===== config.mk =====
export PLATFORM = sky130hd
export DESIGN_NAME = serial_subtractor
export DESIGN_NICKNAME = d
export VERILOG_FILES = /design/src/rtl/serial_sub_pkg.sv /design/src/rtl/serial_subtractor_full_subtractor.sv /design/src/rtl/serial_subtractor.sv
export SDC_FILE = /design/constraint.sdc
export NUM_CORES = 1
export LEC_CHECK = 0
export ABC_AREA = 1
export BUFFER_PORTS_ARGS = -buffer_cell sky130_fd_sc_hd__buf_4
export CAP_MARGIN = 5
export CELL_PAD_IN_SITES_DETAIL_PLACEMENT = 1
export CELL_PAD_IN_SITES_GLOBAL_PLACEMENT = 1
export CORE_MARGIN = 2
export CORE_UTILIZATION = 38
export DETAILED_ROUTE_END_ITERATION = 7
export PLACE_DENSITY = 0.85
export SLEW_MARGIN = 0
export SYNTH_ARGS = -nofsm -noshare
export SYNTH_HDL_FRONTEND = slang
export SYNTH_SLANG_ARGS = --single-unit

===== constraint.sdc =====
create_clock -name clk -period 1.2 [get_ports clk]
set_input_delay 0 -clock clk [delete_from_list [all_inputs] [get_ports clk]]
set_output_delay 0 -clock clk [all_outputs]
set_load 0.05 [all_outputs]

===== src/rtl/serial_sub_pkg.sv =====
// Shared types and helpers for the bit-serial subtractor.
package serial_sub_pkg;

  typedef enum logic [1:0] {
    IDLE  = 2'd0,
    SHIFT = 2'd1,
    DONE  = 2'd2
  } state_e;

  // Bit-counter width; never narrower than one bit.
  function automatic int cnt_width(input int w);
    return (w <= 2) ? 1 : $clog2(w);
  endfunction

endpackage


===== src/rtl/serial_subtractor_full_subtractor.sv =====
// Single combinational full-subtractor cell: d = a - b - bin, bout = borrow.
module full_subtractor (
  input  logic a,
  input  logic b,
  input  logic bin,
  output logic d,
  output logic bout
);

  assign d    = a ^ b ^ bin;
  assign bout = (~a & b) | (~(a ^ b) & bin);

endmodule


===== src/rtl/serial_subtractor.sv =====
// Bit-serial subtractor, LSB first, valid/ready on both sides.
// Optional signed-overflow output enabled by defining SERIAL_SUB_OVF_EN.
module serial_subtractor
  import serial_sub_pkg::*;
#(
  parameter int WIDTH = 8
) (
  input  logic             clk,
  input  logic             rst_n,
  input  logic             in_valid,
  output logic             in_ready,
  input  logic [WIDTH-1:0] a,
  input  logic [WIDTH-1:0] b,
  output logic             out_valid,
  input  logic             out_ready,
  output logic [WIDTH-1:0] diff,
  output logic             borrow_out
`ifdef SERIAL_SUB_OVF_EN
  ,
  output logic             ovf
`endif
);

  localparam int CW = cnt_width(WIDTH);
  localparam logic [CW-1:0] CNT_LAST = CW'(WIDTH - 1);

  state_e           state_q;
  logic [WIDTH-1:0] a_q;
  logic [WIDTH-1:0] b_q;
  logic [WIDTH-1:0] diff_q;
  logic [WIDTH-1:0] diff_d;
  logic [CW-1:0]    cnt_q;
  logic             br_q;
  logic             br_d;
  logic             d_s;
  logic             in_ready_q;
  logic             out_valid_q;
  logic             borrow_out_q;
`ifdef SERIAL_SUB_OVF_EN
  logic             sa_q;
  logic             sb_q;
  logic             ovf_q;
`endif

  full_subtractor u_fs (
    .a    (a_q[0]),
    .b    (b_q[0]),
    .bin  (br_q),
    .d    (d_s),
    .bout (br_d)
  );

  // New difference bits enter at the MSB so the result lands aligned after WIDTH shifts.
  assign diff_d = {d_s, diff_q[WIDTH-1:1]};

  // Control FSM and datapath registers.
  always_ff @(posedge clk) begin
    if (!rst_n) begin
      state_q      <= IDLE;
      a_q          <= '0;
      b_q          <= '0;
      diff_q       <= '0;
      cnt_q        <= '0;
      br_q         <= 1'b0;
      in_ready_q   <= 1'b1;
      out_valid_q  <= 1'b0;
      borrow_out_q <= 1'b0;
`ifdef SERIAL_SUB_OVF_EN
      sa_q         <= 1'b0;
      sb_q         <= 1'b0;
      ovf_q        <= 1'b0;
`endif
    end else begin
      case (state_q)
        IDLE: begin
          if (in_valid && in_ready_q) begin
            a_q        <= a;
            b_q        <= b;
            br_q       <= 1'b0;
            cnt_q      <= '0;
            in_ready_q <= 1'b0;
            state_q    <= SHIFT;
`ifdef SERIAL_SUB_OVF_EN
            sa_q       <= a[WIDTH-1];
            sb_q       <= b[WIDTH-1];
`endif
          end
        end
        SHIFT: begin
          a_q    <= a_q >> 1;
          b_q    <= b_q >> 1;
          diff_q <= diff_d;
          br_q   <= br_d;
          cnt_q  <= cnt_q + CW'(1);
          if (cnt_q == CNT_LAST) begin
            state_q      <= DONE;
            out_valid_q  <= 1'b1;
            borrow_out_q <= br_d;
`ifdef SERIAL_SUB_OVF_EN
            ovf_q        <= (sa_q != sb_q) && (d_s != sa_q);
`endif
          end
        end
        DONE: begin
          if (out_ready) begin
            state_q     <= IDLE;
            out_valid_q <= 1'b0;
            in_ready_q  <= 1'b1;
`ifdef SERIAL_SUB_OVF_EN
            ovf_q       <= 1'b0;
`endif
          end
        end
        default: begin
          state_q     <= IDLE;
          in_ready_q  <= 1'b1;
          out_valid_q <= 1'b0;
        end
      endcase
    end
  end

  assign in_ready   = in_ready_q;
  assign out_valid  = out_valid_q;
  assign diff       = diff_q;
  assign borrow_out = borrow_out_q;
`ifdef SERIAL_SUB_OVF_EN
  assign ovf        = ovf_q;
`endif

endmodule


# == Yosys cells after proc, flatten, opt, wreduce, memory -nomap -nowiden ==
# Index checks and enable logic that the tools add are counted.
# totals
out_inout_bits,11
word_cells,50
regBits,33
in_bits,20
# classes
add_sub_neg,1
bitwise,9
mux,17
reduce_logical,8
eq_ne,6
# ops
operator,count
8-bit one-hot mux with 2 select lines,2
8-bit two-way mux,2
3-bit AND reduction,3
2-bit two-way mux,3
2-bit != test (second input constant),3
1-bit one-hot mux with 3 select lines,2
2-bit one-hot mux with 3 select lines,1
3-bit one-hot mux with 2 select lines,1
1-bit two-way mux,4
1-bit NOT,4
2-bit AND reduction,2
3-bit by 1-bit adder with 3-bit output (second input constant),1
3-bit equality test (second input constant),1
3-bit two-way mux,1
1-bit bitwise AND,2
2-bit by 1-bit equality test with 1-bit output (second input constant),1
2-bit equality test (second input constant),1
2-bit logical NOT,1
1-bit one-hot mux with 2 select lines,1
2-bit nonzero test,1
1-bit XOR,2
1-bit logical AND,1
1-bit bitwise OR,1

# == Longest topological paths before layout ==
# logic_depth
word_depth,5
depth_mapped,7
depth_no_buf,6

# == By module ==
# From an unflattened synthesis, not the netlist that was laid out.
# hier_totals
cells_unflattened,237
area_unflattened_um2,1595.3
# modules_own_cells
module,n_inst,area_each_um2,cells_each
serial_subtractor,1,1564.0,233
full_subtractor,1,31.3,4

# == Least setup slack after synthesis ==
# OpenSTA, ideal clock, no wires.
# synth_path
path_type,register to register
from,register in_ready_q (netlist: in_ready)
to,register a_q[1]
path_slack_ns,-0.240
path_buffers,1
stages_incl_launch_ff,7
arrival_ns,1.327
synth_period_minus_slack_ns,1.440
cell_sequence,dfxtp_1 nand2_1 nor2_1 nor2_4 buf_6 nor2_1 nor2_2
# synth_between
elab_chain_len,3
# synth_rtl
element,line,source
"start, declared",serial_subtractor.sv:36,logic in_ready_q;
"start signal, assigned",serial_subtractor.sv:65,in_ready_q <= 1'b1;
"start signal, assigned",serial_subtractor.sv:81,in_ready_q <= 1'b0;
"start signal, assigned",serial_subtractor.sv:108,in_ready_q <= 1'b1;
1-bit logical AND,serial_subtractor.sv:76,if (in_valid && in_ready_q) begin
2-bit != test (no line),n/a,
2-bit AND reduction (no line),n/a,
"end signal, assigned",serial_subtractor.sv:90,a_q <= a_q >> 1;
"end, declared",serial_subtractor.sv:28,logic [WIDTH-1:0] a_q;
# Every way passes these cells.
# A chain may end at the register's enable or synchronous reset.

# == Final worst setup path ==
# layout_path
from,register b_q[0]
to,register diff_q[7] (netlist: diff[7])
# layout_between
elab_chain_len,2
# layout_rtl
element,line,source
"start, declared",serial_subtractor.sv:29,logic [WIDTH-1:0] b_q;
"start signal, assigned",serial_subtractor.sv:91,b_q <= b_q >> 1;
1-bit XOR (2 in a row),serial_subtractor_full_subtractor.sv:10,assign d = a ^ b ^ bin;
named net d_s,serial_subtractor.sv:35,logic d_s;
"end signal, assigned",serial_subtractor.sv:92,diff_q <= diff_d;
"end, declared",serial_subtractor.sv:30,logic [WIDTH-1:0] diff_q;
# The timed path passes the listed nets, and every way through them passes these cells.

==> flow_metrics.env <==
export IMPL_status="completed"
export IMPL_rr_endpoint="diff[7]"
export IMPL_drive_gt1_share_pct=26.6
export IMPL_critPathTopFamily="adder cells"
export IMPL_h_tree_depth=2
export IMPL_rows=23
export IMPL_clock_fmax_mhz=861
export IMPL_required_ns=1.42
export IMPL_p_leak_nw=0.975
export IMPL_final_hold_viol_count=0
export IMPL_drv_cap=0
export IMPL_maxSlewHeadroom_pct=81.7
export IMPL_ys_ff_latch=33
export IMPL_cts_path_max_buffers=2
export IMPL_critPathMaxStageDelay_ns=0.55
export IMPL_wl_per_cell_um=14.0
export IMPL_cts_tree="yes"
export IMPL_synth_seq_area_share_pct=40.2
export IMPL_final_core_util_pct=50.9
export IMPL_num_vias=1587
export IMPL_clock_root_buffer="clkbuf_8"
export IMPL_hold_start="b[7]"
export IMPL_grt_max_degree=28
export IMPL_hold_ws_ns=0.0129
export IMPL_firstDrtPassIters=4
export IMPL_wl_um=4490
export IMPL_tns_ns=0
export IMPL_crit_chain="inv_2 > fa_2 > o21ai_1 > nor2_1"
export IMPL_worst_r2r_cell_count=4
export IMPL_grt_overflow=0
export IMPL_grt_pass1_wl_um=7660
export IMPL_ys_warn_count=0
export IMPL_r2r_slack_ns=0.04
export IMPL_min_to="b_q[7]"
export IMPL_end_kind="flop"
export IMPL_synthesis_area_um2=1640
export IMPL_antenna_found_initial=0
export IMPL_finalMaxSlewViolations=0
export IMPL_finalCriticalPeriod_ns=1.16
export IMPL_start_kind="flop"
export IMPL_clk_pin_slew_worst_paths_ns=0.07
export IMPL_finalCritPeriodShare_pct=96.8
export IMPL_ys_types=19
export IMPL_worst_pin_slew_ns=0.274
export IMPL_dieHeight_um=69.7
export IMPL_fin_nets=293
export IMPL_syn_mean_instance_area_um2=6.99
export IMPL_pin_count=31
export IMPL_numPortBuffers=30
export IMPL_setup_viol=0
export IMPL_grt_pass1_vias=1650
export IMPL_grt_total_usage_pct=19.7
export IMPL_worst_ir_drop_vdd_mv=0.636
export IMPL_drtAntennaViolNets=0
export IMPL_cts_setup_buffers=0
export IMPL_hold_depth=3
export IMPL_powerDensity_nw_per_um2=1390
export IMPL_cp_slowest_cell="fa_2"
export IMPL_crit_buf_inv=1
export IMPL_hpwl_um=2740
export IMPL_skew_ns=0.0115
export IMPL_min_path_type="in2reg"
export IMPL_cp_max_fo=2
export IMPL_dieWidth_um=69.7
export IMPL_die_area_um2=4860
export IMPL_cts_made_buffers=5
export IMPL_viasPerCell=4.94
export IMPL_drc=0
export IMPL_clock_latency_ns=0.29
export IMPL_clock_sinks=33
export IMPL_diodes=0
export IMPL_fill_cells=555
export IMPL_syn_nets=258
export IMPL_place_gp_congestion=0.746
export IMPL_critPathKind="reg2reg"
export IMPL_synthToLayoutAreaGrowth_pct=26.6
export IMPL_start_util_pct=40.2
export IMPL_timing_rr_start="b_q[0]"
export IMPL_worstPathArrival_ns=1.38
export IMPL_core_area_um2=4090
export IMPL_syn_inst=235
export IMPL_first_iter_violations=78
-- metrics by stage --
stage	cells	setup slack, ns	total power, mW	instance area (um2)
after floorplan	235	0.0431	1.80	1650
after global placement	310	0.0661	1.97	1910
after detailed placement	310	0.0350	1.99	1910
after CTS	321	0.0146	2.89	2040
after global routing	321	-0.0126	3.05	2080
final	321	0.0384	2.88	2080
-- area by class of cell --
cell class	instances	area (um2)	share of cell area (%)
Multi-Input combinational cell	168	828	39.9
Sequential cell	33	671	32.3
Timing Repair Buffer	41	345	16.6
Clock buffer	8	90.1	4.33
Inverter	21	81.3	3.91
Tap cell	50	62.6	3.01
-- cells by family (layout without fill, tap and decap cells) --
logic type | after synthesis | count (layout) | share of synthesized area (%)
simple gates | 143 | 144 | 38.7
buf+inv | 35 | 70 | 11.9
flops | 33 | 33 | 40.2
compound gates | 21 | 21 | 6.40
fa+ha+maj | 3 | 3 | 2.74
-- what timing repair did --
action,CTS,global route
cloned,1,0
pin swaps,2,2
hold endpoints to repair,3,0
gates resized for setup,3,15
hold buffers,2,0
setup endpoints to repair,2,21
-- routing by layer --
layer | track usage [%] | vias to the layer above | routed length (um)
li1 | - | 803 | -
met1 | 23.9 | 749 | 2040
met2 | 34.2 | 26 | 2200
met3 | 5.67 | 9 | 155
met4 | 5.13 | 0 | 95
met5 | 0 | - | 0
-- worst max path at each step --
stage | slack (ns) | depth (start not counted) | end | start
detailed placement | 0.04 | 6 | a_q[5] | state_q[1]
floorplan | 0.04 | 6 | a_q[1] | in_ready
finish | 0.04 | 4 | diff[7] | b_q[0]
CTS | 0.01 | 5 | borrow_out | b_q[0]
global route | -0.01 | 4 | diff[7] | b_q[0]
global placement | 0.07 | 4 | diff[7] | b_q[0]
-- power by group --
part           internal, mW  switching, mW  leakage [nW]  total (mW)
sequential             1.20         0.0676         0.273        1.27
combinational         0.285          0.456         0.657       0.741
clock                 0.468          0.406        0.0455       0.873
total                  1.95          0.929         0.975        2.88
-- cell usage in the layout (no fill, tap or decap) --
cell           synthesis  routed
nand2_1               57      56
nor2_1                40      38
buf_4                  4      35
nand3_1               35      34
dfxtp_1               33      29
inv_1                 19      17
o21ai_0               11       9
a21oi_1               10       9
nor2_2                 7       9
clkbuf_8               0       6
inv_2                  1       3
nor2_4                 2       2
o21ai_1                0       2
nand3_2                1       2
dfxtp_2                0       2
clkbuf_1               3       2
dlygate4sd3_1          0       2
dfxtp_4                0       2
buf_12                 0       2
buf_6                  6       2
inv_4                  1       1
nand2_8                1       1
nand2_2                0       1
a21oi_2                0       1
fa_2                   0       1
ha_1                   2       1
ha_4                   0       1
nand2_4                0       1
-- tightest hold or removal path, cell delays in order --
cell,delay (ns)
buf_4,0.11
nand3_1,0.08
a21oi_1,0.06
-- registers in the layout (all words and copies together), names as in the netlist --
register / flops
borrow_out: 1
cnt_q: 3
br_q: 1
in_ready: 1
out_valid: 1
diff: 8
b_q: 8
a_q: 8
state_q: 2
-- synth_stat cells --
cell	n	area, um2
a21oi_1	10	50.1
buf_2	1	5.00
buf_4	4	30.0
buf_6	6	67.6
clkbuf_1	3	11.3
dfxtp_1	33	661
fa_1	1	20.0
ha_1	2	25.0
inv_1	19	71.3
inv_2	1	3.75
inv_4	1	6.26
nand2_1	57	214
nand2_8	1	20.0
nand3_1	35	175
nand3_2	1	10.0
nor2_1	40	150
nor2_2	7	43.8
nor2_4	2	22.5
o21ai_0	11	55.1
Note: power is estimated with default switching activity, not from simulation.
